<file path="src/rtl/bcd_pkg.sv">
// Shared types and constants for the sequential binary-to-BCD converter.
package bcd_pkg;

    localparam int DIGIT_W = 4;
    localparam logic [DIGIT_W-1:0] BCD_BLANK = 4'hF;

    typedef enum logic {
        IDLE,
        SHIFT
    } state_t;

    // Largest value representable in the given number of decimal digits.
    function automatic longint unsigned max_dec(input int digits);
        longint unsigned r;
        r = 64'd1;
        for (int i = 0; i < digits; i++) begin
            r = r * 64'd10;
        end
        return r - 64'd1;
    endfunction

endpackage

</file>
<file path="src/rtl/bcd_add3.sv">
// Double-dabble digit corrector: nibbles of 5 or more get +3 before the shift.
module bcd_add3
    import bcd_pkg::*;
(
    input  logic [DIGIT_W-1:0] din,
    output logic [DIGIT_W-1:0] dout
);

    assign dout = (din >= 4'd5) ? din + 4'd3 : din;

endmodule

</file>
<file path="src/rtl/bin_to_bcd_seq.sv">
// Bit-serial binary-to-BCD converter (shift-and-add-3), one input bit per clock,
// with leading-zero blanking and overflow indication for the 7-segment decoders.
module bin_to_bcd_seq
    import bcd_pkg::*;
#(
    parameter int IN_W     = 14,
    parameter int DIGITS   = 4,
    parameter int BLANK_LZ = 1
) (
    input  logic                      clk,
    input  logic                      rst_n,
    input  logic                      start,
    input  logic [IN_W-1:0]           bin_in,
    output logic                      busy,
    output logic                      done,
    output logic [DIGIT_W*DIGITS-1:0] bcd_out,
    output logic                      overflow
);

    localparam int SCR_W = DIGIT_W * DIGITS;
    localparam int SR_W  = SCR_W + IN_W;
    localparam int CNT_W = $clog2(IN_W + 1);
    localparam int LIM_W = IN_W + 1;

    localparam longint unsigned MAX_DEC = max_dec(DIGITS);
    localparam longint unsigned IN_MAX  = (64'd1 << IN_W) - 64'd1;
    // When every input fits in DIGITS decimal digits the overflow path folds away.
    localparam bit              OVF_EN  = (IN_MAX > MAX_DEC);
    localparam logic [LIM_W-1:0] LIMIT  = LIM_W'(OVF_EN ? MAX_DEC : IN_MAX);
    localparam logic [CNT_W-1:0] LAST   = CNT_W'(IN_W - 1);

    state_t             state;
    logic [SR_W-1:0]    sr;
    logic [SR_W-1:0]    sr_corr;
    logic [SR_W-1:0]    sr_next;
    logic [SCR_W-1:0]   scr_corr;
    logic [SCR_W-1:0]   scr_final;
    logic [SCR_W-1:0]   scr_shown;
    logic [CNT_W-1:0]   cnt;
    logic               ovf_pending;
    logic               in_ovf;
    logic               lead;

    for (genvar d = 0; d < DIGITS; d++) begin : g_add3
        bcd_add3 u_add3 (
            .din  (sr[IN_W + d*DIGIT_W +: DIGIT_W]),
            .dout (scr_corr[d*DIGIT_W +: DIGIT_W])
        );
    end

    assign sr_corr   = {scr_corr, sr[IN_W-1:0]};
    assign sr_next   = sr_corr << 1;
    assign scr_final = sr_next[SR_W-1:IN_W];
    assign in_ovf    = OVF_EN && ({1'b0, bin_in} > LIMIT);

    // Blank zeros from the MSD down until the first nonzero digit; digit 0 always shows.
    always_comb begin
        scr_shown = scr_final;
        lead      = 1'b1;
        for (int d = DIGITS - 1; d >= 1; d--) begin
            if (BLANK_LZ != 0 && lead && scr_final[d*DIGIT_W +: DIGIT_W] == '0) begin
                scr_shown[d*DIGIT_W +: DIGIT_W] = BCD_BLANK;
            end else begin
                lead = 1'b0;
            end
        end
    end

    always_ff @(posedge clk) begin
        if (!rst_n) begin
            state       <= IDLE;
            sr          <= '0;
            cnt         <= '0;
            ovf_pending <= 1'b0;
            busy        <= 1'b0;
            done        <= 1'b0;
            overflow    <= 1'b0;
            bcd_out     <= {DIGITS{BCD_BLANK}};
        end else begin
            done <= 1'b0;
            case (state)
                IDLE: begin
                    if (start) begin
                        sr          <= {{SCR_W{1'b0}}, bin_in};
                        cnt         <= '0;
                        ovf_pending <= in_ovf;
                        busy        <= 1'b1;
                        state       <= SHIFT;
                    end
                end
                SHIFT: begin
                    sr  <= sr_next;
                    cnt <= cnt + 1'b1;
                    if (cnt == LAST) begin
                        state    <= IDLE;
                        busy     <= 1'b0;
                        done     <= 1'b1;
                        overflow <= ovf_pending;
                        bcd_out  <= ovf_pending ? {DIGITS{BCD_BLANK}} : scr_shown;
                    end
                end
                default: state <= IDLE;
            endcase
        end
    end

endmodule

</file>
<file path="config.mk">
export PLATFORM = sky130hd
export DESIGN_NAME = bin_to_bcd_seq
export DESIGN_NICKNAME = d
export VERILOG_FILES = /design/src/rtl/bcd_pkg.sv /design/src/rtl/bcd_add3.sv /design/src/rtl/bin_to_bcd_seq.sv
export SDC_FILE = /design/constraint.sdc
export NUM_CORES = 1
export LEC_CHECK = 0
export BUFFER_PORTS_ARGS = -buffer_cell sky130_fd_sc_hd__buf_2
export CORE_AREA = 2 2 73 75
export CTS_CLUSTER_SIZE = 16
export DETAILED_ROUTE_END_ITERATION = 10
export DIE_AREA = 0 0 75 77
export GPL_TIMING_DRIVEN = 0
export HOLD_SLACK_MARGIN = 0.1
export PLACE_DENSITY = 0.76
export SLEW_MARGIN = 20
export SYNTH_ARGS = -nofsm -noshare
export SYNTH_HDL_FRONTEND = slang
export SYNTH_SLANG_ARGS = --single-unit
</file>
<file path="constraint.sdc">
create_clock -name clk -period 2.7 [get_ports clk]
set_input_delay 0.135 -clock clk [delete_from_list [all_inputs] [get_ports clk]]
set_output_delay 0.135 -clock clk [all_outputs]
set_load 0.05 [all_outputs]
</file>
==> key figures <==
Run status
  • Status: finished clean

Drt
  • 1st-iter DRT viols: 152
  • # DRC: 0
  • Routed wire length: 5880 um
  • DR vias/cell: 5.37
  • Post-DRT Antenna Nets: 0
  • Drt first pass iters: 4
  • WL/cell: 13.5 um
  • DR vias: 2337

Clocking
  • Clk buf depth: 2
  • CTS tree: built
  • CTS Root Cell: clkbuf_8
  • Clock sinks: 55
  • Clock Latency Late Sink: 0.31 ns
  • Num CTS Buffers: 5
  • CTS H-tree lvls: 2
  • Post CTS Setup Buffer Count: 0
  • Post-cts hold buffer count: 0
  • CTS resizes: 0
  • Clock-pin slew on the worst setup and hold paths: 0.10 ns

STA
  • Fin. Hold Viols: 0
  • Fmax: 0.459 GHz
  • Fin. max-slew vios: 0
  • Relative max-transition margin: 65.8%
  • Final setup viols: 0
  • Fin crit share: 80.6%
  • Fin crit period: 2.18 ns
  • RSZ-0062 raised after global routing: false
  • Setup_tns: 0 ns
  • Clock skew: 0.00715 ns
  • Slew @ Worst Pin: 0.508 ns

Final layout
  • Layout cells sized above 1: 12.6%
  • Fin util: 61.8%
  • Net count, final: 391
  • Final Cell Area: 0.00308 mm^2
  • Fin cells: 435
  • Syn-to-layout area delta: 12.9%
  • Antenna Diode Count: 0

Floorplan
  • Placeable Area: 0.00498 mm^2
  • Row cnt: 26
  • Initial Util: 54.8%
  • Die width: 75 um
  • Die Y: 77 um
  • Die ar.: 0.00578 mm^2
  • I/O pin count: 36

Logic synthesis
  • Top cell type's share of synthesized area: 40.4%
  • Synth cell types: 41
  • Post-synth top cells: 55 x dfxtp_1, 26 x nand2_1, 25 x o21ai_0
  • Number of synthesized flops with an enable pin: 0
  • Sequential area share after synthesis: 40.4%
  • Area leader, netlist: dfxtp_1
  • Asr flop ratio synth: 0%
  • Flops & latches, synth: 55
  • Most frequent cell after synthesis: dfxtp_1
  • Synth Warn #: 0
  • Netlist Area Pre-Place: 0.00273 mm^2
  • Cells after synthesis: 324
  • Top cells by area, synth: dfxtp_1 40%, mux2i_1 7.0%, ha_1 4.6%
  • Top FF cell, synth: dfxtp_1
  • Synthesized area per cell: 8.41 um^2
  • Net count after synthesis: 351

Power and ir drop
  • PwrDens: 473 mW/mm^2
  • Peak VDD IR: 422 uV
  • Leakage: 1.21 nW
  • Overall power: 1.46 mW

Critical path
  • CP required: 2.94 ns
  • CP endpoint kind: register
  • CP Max Fanout: 6
  • WS Path Type: register to register
  • Worst Setup Start Kind: register
  • Reg2Reg Capture Point: bcd_out[7]$_SDFFE_PN1P_
  • Setup crit end: bcd_out[7]$_SDFFE_PN1P_
  • CP arrival: 2.42 ns
  • Reg2reg setup slack: 0.52 ns
  • CP startpoint: sr[18]$_SDFFE_PN0P_
  • RR Startpoint: sr[18]$_SDFFE_PN0P_
  • R2R depth: 7

Worst hold path
  • Hold crit path type: input port to register
  • Worst Hold Depth: 3

GRT
  • Total grt overflow: 0
  • First-pass GRT wire length: 9820 um
  • Largest net degree at the start of global routing: 16
  • Initial antenna violation count: 0
  • Vias in the first global route: 2122
  • GRT Resource Usage Total: 21.4%

Placement
  • DP Area: 0.00298 mm^2
  • GPL Wtd Cong: 0.825
  • DPL Wire Length: 4160 um
  • Placed Cells: 427
  • Port Buf Inserts: 33

Job
  • Maxcap violations: 0
[flip-flops by register name (all words and copies together) (netlist names)]
signal and flops:
ovf_pending 1, busy 1, state 1, overflow 1
cnt 4, bcd_out 16, sr 30, done 1
[cells in the final DEF, fill, tap and decap left out, drive strengths merged, types with 13 or more instances in the layout]
master / n
nor3: 16
mux2i: 20
and2: 18
clkbuf: 22
inv: 13
o21ai: 27
nor2b: 14
buf: 36
nand2: 26
a21oi: 20
nor2: 24
dfxtp: 55
[stage by stage]
| step | setup slack, ns | hold slack, ns |
|---|---|---|
| 6_report | 0.523 | 0.143 |
| 5_1_grt | 0.376 | 0.186 |
| 4_1_cts | 0.529 | 0.136 |
| 3_5_place_dp | 0.562 | 0.463 |
| 3_3_place_gp | 0.594 | 0.458 |
| 2_1_floorplan | 0.726 | 0.316 |
[area by class of cell]
class	count	area, um^2
plain buffers	17	65.1
well taps	70	87.6
repair buffers	33	165
clock buffers	8	100
fillers	460	1900
inverters	13	48.8
multi-input cells	239	1510
flip-flops and latches	55	1100
[worst min-delay path by stage]
stage / startpoint / to / slack [ns]
after floorplan: bin_in[13] / ovf_pending$_SDFFE_PN0P_ / 0.32
after global placement: bin_in[13] / ovf_pending$_SDFFE_PN0P_ / 0.46
after detailed placement: bin_in[13] / ovf_pending$_SDFFE_PN0P_ / 0.46
after CTS: bin_in[13] / ovf_pending$_SDFFE_PN0P_ / 0.14
after global routing: bin_in[13] / ovf_pending$_SDFFE_PN0P_ / 0.19
final: bin_in[13] / ovf_pending$_SDFFE_PN0P_ / 0.14
[per-layer routing]
metal	global-route usage, %	routed length, um
met1	29.0	2820
met2	35.2	2760
met3	2.76	230
met4	5.89	70
met5	0	0
[worst max-delay path, cell delays in order (launching register included)]
cell and delay [ns]:
dfxtp_1 0.45, inv_1 0.10, ha_1 0.28, and2b_1 0.21
o21ba_4 0.21, mux2i_2 0.19, or4_1 0.52, o22ai_1 0.15
[cells by family (layout without fill, tap and decap cells)]
logic type                 after synthesis  in the layout  share of synthesized area (%)
AOI/OAI and AO/OA                       78             78                           17.7
DFF                                     55             55                           40.4
muxes                                   21             21                           7.90
and+or+nand+nor                        125            125                           23.6
buffers and inverters                   30             71                           4.18
xor gates and xnor gates                 5              5                           1.61
adders and majority gates               10             10                           4.59
[power breakdown]
group | internal, mW | switching, mW
clock network | 0.235 | 0.264
registers | 0.829 | 0.0115
logic | 0.0461 | 0.0726
Note: power is estimated with default switching activity, not from simulation.
